==> src/rtl/modbus_tx_buffer.sv <==
// Response-side byte buffer between the Modbus-to-Wishbone engine and the UART transmitter.
// Releases a frame once enough bytes are queued (or the writer goes quiet) and enforces inter-frame silence.
module modbus_tx_buffer #(
    parameter int unsigned DEPTH       = 256,
    parameter int unsigned START_LEVEL = 8,
    parameter int unsigned IDLE_CYCLES = 64,
    parameter int unsigned GAP_CYCLES  = 400
) (
    input  logic                     fifoClk,
    input  logic                     rst,
    input  logic                     writeReq,
    input  logic [7:0]               dataIn,
    output logic                     writeAck,
    output logic                     full,
    output logic [$clog2(DEPTH):0]   level,
    output logic [7:0]               txData,
    output logic                     txStart,
    input  logic                     txBusy,
    output logic                     frameActive
);

    localparam int unsigned AW = $clog2(DEPTH);
    localparam int unsigned LW = AW + 1;
    localparam int unsigned IW = $clog2(IDLE_CYCLES + 1);
    localparam int unsigned GW = $clog2(GAP_CYCLES + 1);

    typedef enum logic [1:0] {
        S_IDLE,
        S_WAIT_BUSY,
        S_WAIT_DONE,
        S_GAP
    } state_t;

    state_t          state_q;
    logic [7:0]      mem_q [DEPTH];
    logic [AW-1:0]   wr_ptr_q;
    logic [AW-1:0]   rd_ptr_q;
    logic [LW-1:0]   level_q;
    logic [LW-1:0]   level_d;
    logic [IW-1:0]   idle_cnt_q;
    logic [GW-1:0]   gap_cnt_q;
    logic            ack_q;
    logic            full_q;
    logic [7:0]      tx_data_q;
    logic            tx_start_q;
    logic            frame_q;
    logic            wr_en_c;
    logic            rd_en_c;
    logic            can_start_c;

    // A held request is only a new write once the previous ack has been seen.
    assign wr_en_c     = writeReq && !ack_q && (level_q != LW'(DEPTH));
    assign can_start_c = (level_q != '0) &&
                         ((level_q >= LW'(START_LEVEL)) || (idle_cnt_q == IW'(IDLE_CYCLES)));
    assign level_d     = level_q + LW'(wr_en_c) - LW'(rd_en_c);

    // Byte pulled from the buffer towards the UART this cycle.
    always_comb begin
        rd_en_c = 1'b0;
        case (state_q)
            S_IDLE:      rd_en_c = can_start_c;
            S_WAIT_DONE: rd_en_c = !txBusy && (level_q != '0);
            default:     rd_en_c = 1'b0;
        endcase
    end

    // Storage array carries no reset; validity is tracked by the level count.
    always_ff @(posedge fifoClk) begin
        if (wr_en_c) begin
            mem_q[wr_ptr_q] <= dataIn;
        end
    end

    always_ff @(posedge fifoClk) begin
        if (rst) begin
            state_q    <= S_IDLE;
            wr_ptr_q   <= '0;
            rd_ptr_q   <= '0;
            level_q    <= '0;
            idle_cnt_q <= '0;
            gap_cnt_q  <= '0;
            ack_q      <= 1'b0;
            full_q     <= 1'b0;
            tx_data_q  <= 8'h00;
            tx_start_q <= 1'b0;
            frame_q    <= 1'b0;
        end else begin
            ack_q      <= wr_en_c;
            level_q    <= level_d;
            full_q     <= (level_d == LW'(DEPTH));
            tx_start_q <= 1'b0;

            if (wr_en_c) begin
                wr_ptr_q   <= wr_ptr_q + AW'(1);
                idle_cnt_q <= '0;
            end else if (idle_cnt_q != IW'(IDLE_CYCLES)) begin
                idle_cnt_q <= idle_cnt_q + IW'(1);
            end

            if (rd_en_c) begin
                tx_data_q  <= mem_q[rd_ptr_q];
                tx_start_q <= 1'b1;
                rd_ptr_q   <= rd_ptr_q + AW'(1);
            end

            // Frame sequencing: one byte outstanding at a time, silence after the last one.
            case (state_q)
                S_IDLE: begin
                    if (rd_en_c) begin
                        frame_q <= 1'b1;
                        state_q <= S_WAIT_BUSY;
                    end
                end
                S_WAIT_BUSY: begin
                    if (txBusy) begin
                        state_q <= S_WAIT_DONE;
                    end
                end
                S_WAIT_DONE: begin
                    if (!txBusy) begin
                        if (rd_en_c) begin
                            state_q <= S_WAIT_BUSY;
                        end else begin
                            gap_cnt_q <= '0;
                            state_q   <= S_GAP;
                        end
                    end
                end
                S_GAP: begin
                    if (gap_cnt_q == GW'(GAP_CYCLES - 1)) begin
                        frame_q <= 1'b0;
                        state_q <= S_IDLE;
                    end else begin
                        gap_cnt_q <= gap_cnt_q + GW'(1);
                    end
                end
            endcase
        end
    end

    assign writeAck    = ack_q;
    assign full        = full_q;
    assign level       = level_q;
    assign txData      = tx_data_q;
    assign txStart     = tx_start_q;
    assign frameActive = frame_q;

endmodule

==> config.mk <==
export PLATFORM = sky130hd
export DESIGN_NAME = modbus_tx_buffer
export DESIGN_NICKNAME = d
export VERILOG_FILES = /design/src/rtl/modbus_tx_buffer.sv
export SDC_FILE = /design/constraint.sdc
export NUM_CORES = 2
export LEC_CHECK = 0
export CORE_ASPECT_RATIO = 1.1
export CORE_MARGIN = 1
export CORE_UTILIZATION = 59
export CTS_BUF_LIST = sky130_fd_sc_hd__clkbuf_4
export DETAILED_ROUTE_END_ITERATION = 8
export GPL_ROUTABILITY_DRIVEN = 1
export GPL_TIMING_DRIVEN = 0
export PLACE_DENSITY = 0.78
export SLEW_MARGIN = 40
export SYNTH_ARGS = -nofsm -noshare
export SYNTH_HDL_FRONTEND = slang
export SYNTH_SLANG_ARGS = --single-unit
==> constraint.sdc <==
create_clock -name fifoClk -period 4 [get_ports fifoClk]
set_clock_uncertainty 0.2 [all_clocks]
set_input_delay 0.6 -clock fifoClk [delete_from_list [all_inputs] [get_ports fifoClk]]
set_output_delay 0.6 -clock fifoClk [all_outputs]
set_load 0.02 [all_outputs]
# Word-level counts from Yosys, hierarchy flattened

Memory sizes are Yosys's and may differ from the RTL's. A register that Yosys moved wholly into a read port is not among the register bits.
Cells that the tools add are included.

Mux-type cells: 17
$add $sub $neg: 6
Eq/ne operators: 14
Reduce and logical (&&, ||, !) cells: 15
Order comparisons: 1

Operators by type and width:

| operator                                                               | number |
|---|---|
| 9-bit 2-to-1 mux                                                       | 3 |
| 9-bit equality test (second input constant)                            | 2 |
| 9-bit one-hot mux with 2 select lines                                  | 1 |
| 8-bit by 1-bit adder with 8-bit output (second input constant)         | 2 |
| 2-bit != test (second input constant)                                  | 6 |
| 2-bit 2-to-1 mux                                                       | 5 |
| 9-bit by 1-bit adder with 9-bit output                                 | 1 |
| 9-bit by 1-bit adder with 9-bit output (second input constant)         | 1 |
| 9-bit by 4-bit >= comparator with 1-bit output (second input constant) | 1 |
| 9-bit != test (second input constant)                                  | 1 |
| 9-bit nonzero test                                                     | 1 |
| 9-bit by 1-bit subtractor with 9-bit output                            | 1 |
| 2-bit one-hot mux with 4 select lines                                  | 1 |
| 4-bit AND reduction                                                    | 2 |
| 7-bit by 1-bit adder with 7-bit output (second input constant)         | 1 |
| 7-bit equality test (second input constant)                            | 1 |
| 7-bit != test (second input constant)                                  | 1 |
| 1-bit 2-to-1 mux                                                       | 5 |
| 2-bit equality test (second input constant)                            | 2 |
| 1-bit logical AND                                                      | 4 |
| 1-bit one-hot mux with 2 select lines                                  | 2 |
| 2-bit nonzero test                                                     | 2 |
| 3-bit AND reduction                                                    | 1 |
| 2-bit by 1-bit equality test with 1-bit output (second input constant) | 1 |
| other kinds (4)                                                        | 5 |

Bits in registers: 47
Logic and storage cells: 64
Output and inout port bits: 21
Memories: 1
Input bits: 12
Memory bits (writable): 2048

Memories:

| memory | words | bits a word | read ports | clocked after memory_dff | wr ports | line | source |
|---|---|---|---|---|---|---|---|
| mem_q  | 256   | 8           | 1          | 1                        | 1        | 35   | `logic [7:0] mem_q [DEPTH];` |

# Logic depth before layout (Yosys ltp)

Depth after elaboration: 7
Gate-level depth with buffers: 18
Gate-level depth less buffers: 17

# Worst setup path before layout

Ideal clock, no wire load.

Path type: register to register
From: register level_q[6] (netlist: level[6])
To: register full_q (netlist: full)
Required time: 3.704 ns
Period minus slack after synthesis: 4.002 ns
Stages on the path, launching flop included: 19
Path buffers: 1
Library setup time: 0.096 ns
Path slack: -0.002 ns
Arrival: 3.706 ns
Path through: dfxtp_1 inv_1 ha_1 nor4bb_1 nand3_1 a31oi_1 buf_2 ha_1 inv_1 ha_1 inv_1 fa_1 nand2b_1 a21oi_1 o21ai_0 a21oi_1 o41ai_1 xnor2_1 nor4b_1

Word-level cells in the longest chain between the ends: 6
Elaborated cells on any way between the ends: 11
Those cells by class: add/sub: 2; order compare: 1; eq/ne: 2; mux: 1; reduce/logical: 5

RTL lines:

| element                                        | line | source |
|---|---|---|
| from (decl)                                    | 38   | `logic [LW-1:0] level_q;` |
| from (signal assigned)                         | 89   | `level_q <= level_d;` |
| 9-bit by 4-bit >= comparator with 1-bit output | 54   | `((level_q >= LW'(START_LEVEL)) \|\| (idle_cnt_q == IW'(IDLE_CYCLES)));` |
| 1-bit logical OR                               | 54   |  |
| 1-bit logical AND                              | 53   | `assign can_start_c = (level_q != '0) &&` |
| 1-bit one-hot mux with 2 select lines *        | 60   | `case (state_q)` |
| net rd_en_c                                    | 48   | `logic rd_en_c;` |
| 9-bit by 1-bit subtractor with 9-bit output *  | 55   | `assign level_d = level_q + LW'(wr_en_c) - LW'(rd_en_c);` |
| 9-bit equality test *                          | 90   | `full_q <= (level_d == LW'(DEPTH));` |
| to (signal assigned)                           | 90   |  |
| to (decl)                                      | 43   | `logic full_q;` |

Mark *: on every way through the listed nets, which the timed path passes. The rest lies on a longest branch.
A chain may end at the register's enable or synchronous reset.

==> flow_metrics.py <==
metrics = {
    "worst_setup_path": {
        "cp_top_family": "buffers and inverters",
        "path_class": "reg2reg",
        "max_stage_delay_ns": 0.46,
        "crit_slowest_cell": "buf_4",
        "arrival_ns": 5.51,
        "worstSetupEndpointType": "register",
        "startpoint_type": "register",
        "cp_cell_sequence": "buf_4 -> buf_4 -> buf_2 -> buf_16 -> clkbuf_2 -> buf_16 -> a21oi_1 -> a31oi_1 -> o21ai_0 -> nand3_1 -> nand3_1 -> o22ai_1",
        "required_ns": 5.17,
        "critPathBufInv": 6,
        "worstPathMaxFanout": 11,
    },
    "routing": {
        "wl_met1_mm": 89.6,
        "top_layer_used": "met5",
        "drcViolationCount": 4,
        "postRouteAntennaNets": 0,
        "wl_per_cell_microns": 44.3,
        "viasPerCell": 7.34,
        "wl_met2_mm": 126,
        "wl_mm": 300,
        "dr.pass1.iters": 9,
        "wl_met3_mm": 56.2,
        "drt_iter0_drc": 10200,
        "vias": 49700,
    },
    "synthesis": {
        "ys_seq_area_share_pct": 76.3,
        "syn_nets": 3992,
        "synth_xor_area_share_pct": 0.352,
        "ys_ff_latch": 2103,
        "synth-simple-area-share_pct": 2.89,
        "synth-compound-area-share_pct": 2.82,
        "synthMuxAreaShare_pct": 15.5,
        "syn_area_sq_um": 82000,
        "yosys_warnings": 0,
        "synth_async_sr_flop_share_pct": 0,
        "synthAdderAreaFrac_pct": 0.406,
        "netlist_top_cells_count": "2048 x edfxtp_1, 495 x mux4_2, 341 x nor2_1",
        "synth_cells": 3954,
        "synth.area.top_cells": "edfxtp_1 75%, mux4_2 14%, mux2i_1 1.6%, nor2_1 1.6%, dfxtp_1 1.3%",
        "synth_flop_cell": "edfxtp_1",
        "syn_area_per_cell_sq_um": 20.7,
        "synth.most_common_cell": "edfxtp_1",
        "synth_top_family_by_area": "multiplexers",
        "yosysTopAreaCellShare_pct": 75.0,
        "synth_top_cell_by_area": "edfxtp_1",
        "synth.distinct_cells": 72,
        "synth_edf_count": 2048,
    },
    "layout": {
        "layout-drive-gt1-share_pct": 37.1,
        "area_growth_syn_to_layout_pct": 15.1,
        "stdcell_count": 6775,
        "fin_nets": 4593,
        "postLayoutCellArea_sq_um": 94400,
    },
    "global_route": {
        "grt_max_degree": 105,
        "antenna_found_initial": 20,
        "gr-total-overflow": 0,
        "grt_usage_pct": 43.5,
        "grt_pass1_wl_mm": 395,
        "first_global_vias": 47300,
    },
    "placement": {
        "hpwlAfterDp_mm": 193,
        "io_buffers": 31,
        "place_area_sq_um": 86100,
        "post-place-cells": 5838,
        "pre_cts_slack_ns": -1.61,
        "place.gp.congestion": 1.08,
    },
    "floorplan": {
        "die_area_sq_um": 141000,
        "io_pins": 33,
        "fp-row-count": 143,
        "die_height_microns": 393,
        "die_w_microns": 358,
        "start_util_pct": 59.4,
        "fp.coreArea_sq_um": 138000,
    },
    "sta": {
        "whs_ns": 0.193,
        "setup_viol": 203,
        "slew_headroom_pct": 29.9,
        "worst_pin_slew_ns": 1.05,
        "rsz0062_at_grt": "true",
        "fmax_mhz": 230,
        "hold_viol": 0,
        "drv_slew": 0,
        "post-route-period-util_pct": 109,
        "timing.final.ws_setup_ns": -0.340,
        "final.min_clock_period_ns": 4.34,
    },
    "pwr": {
        "p_leak_nw": 29.5,
        "power_mw": 56.8,
        "p_sw_share_pct": 32.8,
        "p_int_mw": 38.2,
        "power_frac_clock_pct": 30.0,
        "ir_drop_mv": 0.399,
        "power.density_nw_per_um2": 602,
        "comb_power_share_pct": 27.0,
        "switchingPower_mw": 18.6,
        "seq_power_share_pct": 43.0,
    },
    "clock_network": {
        "clk_latency_ns": 1.53,
        "cts_root_buf": "clkbuf_4",
        "cts_max_path_buffers": 4,
        "htree_levels": 5,
        "tritoncts": "built",
        "numCtsBuffers": 493,
        "cts.clk_slew.worst_paths_ns": 0.07,
        "cts_sinks": 2103,
    },
    "outcome": {
        "violations": "design-rule violations, negative setup slack",
        "outcome": "finished, violations left",
    },
    "min_path": {
        "hold_path.class": "in2reg",
    },
    "job": {
        "max-cap-violations": 0,
    },
}
kinds of logic (layout without fill, tap and decap cells):
kind of cell             after synthesis  in the layout
flip-flops                          2103           2103
multiplexers                         651            651
AND/OR/NAND/NOR                      559            559
AO/OA/AOI/OAI                        319            319
buffers and inverters                263           1242
XOR/XNOR                              33             33
adder cells (fa/ha/maj)               26             26
other                                  0             30
registers in the layout (all words and copies together), names as in the netlist, 2 cells and up:
name,flops
mem_q,2048
gap_cnt_q,9
level,9
rd_ptr_q,8
txData,8
wr_ptr_q,8
idle_cnt_q,7
state_q,2
routing by layer:
layer | track usage (%) | up-vias
met5 | 0.596 | -
met4 | 31.5 | 28
met3 | 23.0 | 1390
met2 | 60.4 | 5704
met1 | 51.5 | 24600
li1 | - | 18000
power groups by stage:
| stage | registers (mW) | logic [mW] | clock network, mW |
|---|---|---|---|
| finish | 24.4 | 15.3 | 17.1 |
| global route | 24.4 | 14.9 | 18.0 |
| CTS | 24.4 | 14.2 | 16.9 |
| detailed placement | 24.9 | 13.6 | 0 |
| global placement | 25.1 | 13.3 | 0 |
| floorplan | 25.0 | 6.97 | 0 |
area by class of cell:
type	instances	area (sq um)
Antenna cell	30	75.1
Buffer	229	1880
Clock buffer	727	5460
Clock inverter	146	654
Fill cell	8442	43700
Inverter	32	120
Multi-Input combinational cell	1588	19400
Sequential cell	2103	62600
Tap cell	1812	2270
Timing Repair Buffer	108	1890
final timing paths:
path | end | depth (start not counted) | start | slack, ns
worst max-delay path | txData[4]$_SDFFE_PP0P_ | 12 | rd_ptr_q[2]$_SDFFE_PP0P_ | -0.34
worst min register to register | gap_cnt_q[1]$_SDFFE_PP0P_ | 2 | gap_cnt_q[1]$_SDFFE_PP0P_ | 0.28
worst max register to register | txData[4]$_SDFFE_PP0P_ | 12 | rd_ptr_q[2]$_SDFFE_PP0P_ | -0.34
worst min-delay path | txStart$_SDFF_PP0_ | 3 | rst | 0.19
worst reg2reg max path, cell delays in order (launching register included):
cell and delay, ns:
dfxtp_1 0.45, buf_4 0.46, buf_4 0.46, buf_2 0.35, buf_16 0.21, clkbuf_2 0.47
buf_16 0.22, a21oi_1 0.07, a31oi_1 0.33, o21ai_0 0.31, nand3_1 0.32, nand3_1 0.11
o22ai_1 0.30
layout by cell type, fill, tap and decap left out, types with 30 or more instances in the layout:
master,netlist,routed
o221ai_1,41,38
mux2i_1,134,121
nand2_1,100,84
edfxtp_1,2048,2048
buf_16,0,42
nor2_4,0,89
diode_2,0,30
mux4_2,495,495
dfxtp_1,55,52
clkbuf_2,0,52
clkinv_1,2,122
nor2_1,341,138
a22oi_1,54,53
a21oi_1,58,53
buf_4,39,44
clkbuf_4,0,743
nor2_2,0,114
buf_6,22,66
per-stage QoR:
stage	util, %	TNS (ns)
3_3_place_gp	61.3	-
3_5_place_dp	62.4	-1202.62
4_1_cts	67.9	-0.719
2_1_floorplan	-	0
6_report	68.3	-9.52
5_1_grt	68.3	-15.65
timing repair:
| action | CTS | global route |
|---|---|---|
| buffers inserted | 3 | 6 |
| gates cloned | 0 | 0 |
| endpoints found under the setup margin | 1758 | 1105 |
| resized for setup | 316 | 111 |
| pin swaps | 5 | 14 |
| endpoints found under the hold margin | 1943 | 0 |
| hold buffers | 27 | 0 |
No activity file was read; power rests on OpenSTA's default activity.
